**src/rtl/fpmul_bus_master.sv**
```systemverilog
// fpmul_bus_master
//   Initiator for the FP-multiplier wrapper register bus. It accepts an operand
//   pair on a valid/ready request port, then writes A, writes B, sets GO, polls
//   DONE, reads RESULT and clears GO. The product is returned on a valid/ready
//   response port.
//
//   Register map: wr 00=A, wr 01=B, wr 10=CTRL(bit0 GO);
//                 rd 00=STATUS(bit0 DONE), rd 01=RESULT, rd 10=CTRL.
//
//   Optional feature macro: FPMUL_MASTER_TIMEOUT_EN
//     defined   : abort after POLL_TIMEOUT polls without DONE, then respond with
//                 rsp_err=1 and rsp_data=0.
//     undefined : POLL waits indefinitely and rsp_err is tied to 0.
//
// Ports
//   clk, rst_n            clock (rising edge), asynchronous active-low reset
//   req_valid/req_ready   request handshake; req_a/req_b are the operands
//   rsp_valid/rsp_ready   response handshake; rsp_data is the product,
//                         rsp_err flags a timeout abort
//   bus_we/bus_addr/      registered register-bus outputs
//   bus_wdata
//   bus_rdata             read data, combinational from bus_addr
module fpmul_bus_master #(
  parameter int DATA_W       = 32,
  parameter int POLL_TIMEOUT = 1024
) (
  input  logic              clk,
  input  logic              rst_n,
  input  logic              req_valid,
  output logic              req_ready,
  input  logic [DATA_W-1:0] req_a,
  input  logic [DATA_W-1:0] req_b,
  output logic              rsp_valid,
  input  logic              rsp_ready,
  output logic [DATA_W-1:0] rsp_data,
  output logic              rsp_err,
  output logic              bus_we,
  output logic [1:0]        bus_addr,
  output logic [DATA_W-1:0] bus_wdata,
  input  logic [DATA_W-1:0] bus_rdata
);

  localparam int CNT_W = $clog2(POLL_TIMEOUT + 1);

  typedef enum logic [2:0] {
    S_IDLE,
    S_WR_A,
    S_WR_B,
    S_WR_GO,
    S_POLL,
    S_RD_RES,
    S_CLR_GO,
    S_RESP
  } state_t;

  state_t            r_state;
  state_t            w_state_nxt;
  logic [DATA_W-1:0] r_b;
  logic [CNT_W-1:0]  r_poll_cnt;
  logic [DATA_W-1:0] r_rsp_data;
  logic              r_bus_we;
  logic [1:0]        r_bus_addr;
  logic [DATA_W-1:0] r_bus_wdata;
  logic              w_bus_we;
  logic [1:0]        w_bus_addr;
  logic [DATA_W-1:0] w_bus_wdata;
  logic              w_done;
  logic              w_timeout;

  assign w_done = bus_rdata[0];

`ifdef FPMUL_MASTER_TIMEOUT_EN
  localparam logic [CNT_W-1:0] POLL_LAST = CNT_W'(POLL_TIMEOUT - 1);
  logic r_rsp_err;

  // The poll currently on the bus is the POLL_TIMEOUT-th one when the count
  // of earlier polls has reached POLL_TIMEOUT-1.
  assign w_timeout = (r_state == S_POLL) && !w_done && (r_poll_cnt >= POLL_LAST);

  always_ff @(posedge clk or negedge rst_n) begin
    if (!rst_n) begin
      r_rsp_err <= 1'b0;
    end else if (w_timeout) begin
      r_rsp_err <= 1'b1;
    end else if ((r_state == S_RESP) && rsp_ready) begin
      r_rsp_err <= 1'b0;
    end
  end

  assign rsp_err = r_rsp_err;
`else
  assign w_timeout = 1'b0;
  assign rsp_err   = 1'b0;
`endif

  // State register
  always_ff @(posedge clk or negedge rst_n) begin
    if (!rst_n) begin
      r_state <= S_IDLE;
    end else begin
      r_state <= w_state_nxt;
    end
  end

  // Next-state logic
  always_comb begin
    w_state_nxt = r_state;
    case (r_state)
      S_IDLE:   if (req_valid) w_state_nxt = S_WR_A;
      S_WR_A:   w_state_nxt = S_WR_B;
      S_WR_B:   w_state_nxt = S_WR_GO;
      S_WR_GO:  w_state_nxt = S_POLL;
      S_POLL: begin
        if (w_done) begin
          w_state_nxt = S_RD_RES;
        end else if (w_timeout) begin
          w_state_nxt = S_CLR_GO;
        end
      end
      S_RD_RES: w_state_nxt = S_CLR_GO;
      S_CLR_GO: w_state_nxt = S_RESP;
      S_RESP:   if (rsp_ready) w_state_nxt = S_IDLE;
      default:  w_state_nxt = S_IDLE;
    endcase
  end

  // Output logic. Bus values are decoded from the next state and registered,
  // so they are on the bus for exactly the cycle spent in that state.
  always_comb begin
    req_ready   = (r_state == S_IDLE);
    rsp_valid   = (r_state == S_RESP);
    w_bus_we    = 1'b0;
    w_bus_addr  = 2'b00;
    w_bus_wdata = '0;
    case (w_state_nxt)
      S_WR_A: begin
        // WR_A is only entered from IDLE, so the operand being accepted is
        // written straight out and A never needs its own holding register.
        w_bus_we    = 1'b1;
        w_bus_addr  = 2'b00;
        w_bus_wdata = req_a;
      end
      S_WR_B: begin
        w_bus_we    = 1'b1;
        w_bus_addr  = 2'b01;
        w_bus_wdata = r_b;
      end
      S_WR_GO: begin
        w_bus_we    = 1'b1;
        w_bus_addr  = 2'b10;
        w_bus_wdata = DATA_W'(1);
      end
      S_RD_RES: begin
        w_bus_addr  = 2'b01;
      end
      S_CLR_GO: begin
        w_bus_we    = 1'b1;
        w_bus_addr  = 2'b10;
      end
      default: ;
    endcase
  end

  // Datapath registers
  always_ff @(posedge clk or negedge rst_n) begin
    if (!rst_n) begin
      r_bus_we    <= 1'b0;
      r_bus_addr  <= 2'b00;
      r_bus_wdata <= '0;
      r_b         <= '0;
      r_rsp_data  <= '0;
      r_poll_cnt  <= '0;
    end else begin
      r_bus_we    <= w_bus_we;
      r_bus_addr  <= w_bus_addr;
      r_bus_wdata <= w_bus_wdata;
      if ((r_state == S_IDLE) && req_valid) begin
        r_b <= req_b;
      end
      if (r_state == S_RD_RES) begin
        r_rsp_data <= bus_rdata;
      end else if (w_timeout) begin
        r_rsp_data <= '0;
      end
      if (r_state == S_WR_GO) begin
        r_poll_cnt <= '0;
      end else if ((r_state == S_POLL) && !w_done && (r_poll_cnt != '1)) begin
        r_poll_cnt <= r_poll_cnt + CNT_W'(1);
      end
    end
  end

  assign bus_we    = r_bus_we;
  assign bus_addr  = r_bus_addr;
  assign bus_wdata = r_bus_wdata;
  assign rsp_data  = r_rsp_data;

endmodule

```
**config.mk**
```make
export PLATFORM = sky130hd
export DESIGN_NAME = fpmul_bus_master
export DESIGN_NICKNAME = d
export VERILOG_FILES = /design/src/rtl/fpmul_bus_master.sv
export SDC_FILE = /design/constraint.sdc
export NUM_CORES = 1
export LEC_CHECK = 0
export ABC_AREA = 1
export CORE_AREA = 2 2 99 101
export CTS_BUF_LIST = sky130_fd_sc_hd__clkbuf_8
export DETAILED_ROUTE_END_ITERATION = 10
export DIE_AREA = 0 0 101 103
export GPL_ROUTABILITY_DRIVEN = 0
export PLACE_DENSITY_LB_ADDON = 0.05
export SYNTH_ARGS = -nofsm -noshare
export SYNTH_HDL_FRONTEND = slang
export SYNTH_SLANG_ARGS = --single-unit
```
**constraint.sdc**
```tcl
create_clock -name clk -period 1.3 [get_ports clk]
set_input_delay 0.13 -clock clk [delete_from_list [all_inputs] [get_ports clk]]
set_output_delay 0.13 -clock clk [all_outputs]
set_load 0.01 [all_outputs]
```
==> metrics.yaml <==
finalCriticalPeriod_ns: 1.36
switching_share_pct: 36.0
grt_pass1_vias: 3272
root_buffer: "clkbuf_8"
synth_top_area_share_pct: 63.2
synthCells: 441
grt_first_pass_wirelength_mm: 15.5
fin_tns_setup_ns: -1.29
crit_path_frequent_cell: "clkbuf_16"
netlist.top_cell.by_area: "dfrtp_1"
final_max_slew_viol_count: 0
mostFrequentLayoutCells: "dfrtp_1 (101), inv_1 (99), clkdlybuf4s50_1 (98)"
yosysWarnings: 0
ff2ff_setup_slack_ns: -0.06
critical_path.max_stage_delay_ns: 0.43
n_antenna_cell: 0
ys_ff_latch: 102
reg2reg_depth: 6
synth.cell_area_sq_mm: 0.00404
cts.reportedPaths.clkPinSlew_ns: 0.09
cts_inserted_buffers: 9
clock_skew_ns: 0.00839
grt_antenna_before_repair: 0
hold_violations: 0
grt_max_degree: 57
synth.net_count: 541
die_area_sq_mm: 0.0104
vias: 3579
violations: "setup timing"
setup_viol: 53
internal-power_mw: 7.75
combPwrFrac_pct: 43.1
max_freq_mhz: 736
wl_mm: 11.5
syn_to_final_growth_pct: 71.8
ir_drop_uv: 708
fp.dieW_um: 101
period_share_pct: 104
dp_cells: 716
first_iter_violations: 82
reg2reg_from: "r_state[0]"
cts_sinks: 102
status: "complete, but fails checks"
post_route_cells_drive_above_1_share_pct: 26.6
hold_ws_ns: 0.229
fin_ws_ns: -0.0583
post_drt_wl_per_cell_um: 15.2
cp_num_buf_inv: 3
clock_latency_ns: 0.37
seqPwrFrac_pct: 42.4
synthDistinctLibCells: 18
first_pass_iters: 4
synth-seq-area-share_pct: 63.2
worstHoldPathType: "input pin to asynchronous set/reset pin"
arrival_ns: 1.65
ant_nets: 0
leakage_nw: 3.74
power_switching_mw: 4.36
max-clock-path-buffers: 2
end_kind: "flop"
fin_nets: 741
final_core_util_pct: 73.4
critPathMaxFanout: 14
num_rows: 36
cp_cell_sequence: "nor2_4 > buf_6 > nand3_4 > clkbuf_16 > clkbuf_16 > o21ai_1"
initial_core_util_pct: 42.7
vias_per_cell: 4.72
crit_required_ns: 1.60
p_total_mw: 12.1
cts_tree: "yes"
ios: 170
track_usage_pct: 19.4
maxCapViolations: 0
final_common_cell: "dfrtp_1"
core_sq_mm: 0.00946
rsz0062_at_grt: "true"
critPathKind: "flop to flop"
die_h_um: 103
rr_endpoint: "r_b[15]"
io_buffer_count: 168
avgSynthCellArea_sq_um: 9.16
htree_levels: 3
power.share.clock_pct: 14.4
fin_cells: 758
powerDensity_mw_per_mm2: 1740
cpLargestDelayFamily: "buffers and inverters"
drc: 0
overflow: 0
dp_hpwl_mm: 6.47
start_kind: "flop"
cp_slowest_cell: "dfrtp_1"
synth_area_leaders: "dfrtp_1 (63%), nand2_1 (9.6%), inv_1 (9.1%)"
==> how the worst max path moves through the flow <==
stage / startpoint / end / slack, ns / cells after the start
floorplan: r_state[0] / r_b[13] / 0.10 / 6
global placement: req_valid / r_b[10] / -0.004 / 5
detailed placement: req_valid / bus_wdata[30] / -0.08 / 4
CTS: r_state[0] / rsp_valid / -0.09 / 4
global route: r_state[0] / bus_wdata[25] / -0.1 / 8
finish: r_state[0] / r_b[15] / -0.06 / 6
==> per-layer routing <==
metal	part of all wire, %	vias up	track usage [%]
li1	-	1733	-
met1	41	1706	24.7
met2	51	125	31.5
met3	6.6	15	4.75
met4	1.6	0	8.52
met5	0	-	0
==> layout make-up <==
type	instances	area, sq um
Clock buffer	10	138
Clock inverter	4	17.5
Fill cell	724	2510
Inverter	100	378
Multi-Input combinational cell	218	1410
Sequential cell	102	2550
Tap cell	114	143
Timing Repair Buffer	210	2300
==> power groups by stage <==
| stage | clock network [mW] | registers, mW | logic, mW |
|---|---|---|---|
| 6_report | 1.75 | 5.14 | 5.22 |
| 2_1_floorplan | 0 | 5.24 | 1.55 |
| 3_5_place_dp | 0 | 4.96 | 4.08 |
| 4_1_cts | 1.79 | 4.88 | 3.77 |
| 3_3_place_gp | 0 | 4.92 | 3.98 |
| 5_1_grt | 1.93 | 5.28 | 5.72 |
==> stage by stage <==
step	area [sq um]	worst slack [ns]
5_1_grt	6940	-0.0989
3_3_place_gp	5900	-0.00384
3_5_place_dp	5900	-0.0800
6_report	6940	-0.0583
4_1_cts	6080	-0.0867
2_1_floorplan	4040	0.101
==> cells by family (layout without fill, tap and decap cells) <==
kind of cell           Yosys count  count (layout)  share of synthesized area, %
AO/OA/AOI/OAI                   97              97                          12.0
flip-flops                     102             102                          63.2
buffers and inverters          121             324                          12.8
AND/OR/NAND/NOR                120             120                          11.9
other                            1               1                        0.0928
==> what timing repair did <==
| item | 4_1_cts | 5_1_grt |
|---|---|---|
| hold endpoints to repair | 25 | 0 |
| buffers inserted | 1 | 5 |
| gates cloned | 3 | 18 |
| pin swaps | 2 | 4 |
| resized for setup | 85 | 183 |
| setup endpoints to repair | 89 | 94 |
| hold buffers | 1 | 0 |
==> cell usage after synthesis <==
master    instances
nand4_1           3
inv_2             2
conb_1            1
buf_6             5
o21ai_1          51
dfrtp_1         102
nand2_1         103
a21oi_1           2
buf_4             5
clkbuf_1          4
o21ai_0          44
inv_1            98
nand3_1           5
buf_2             7
nor2_2            1
nor2_4            1
nor2_1            6
nand3_2           1
==> flip-flops by register name (all words and copies together), names as in the netlist <==
register,cells
bus_wdata,32
r_b,32
rsp_data,32
r_state,3
bus_addr,2
bus_we,1
Power figures use the tool's default switching activity.
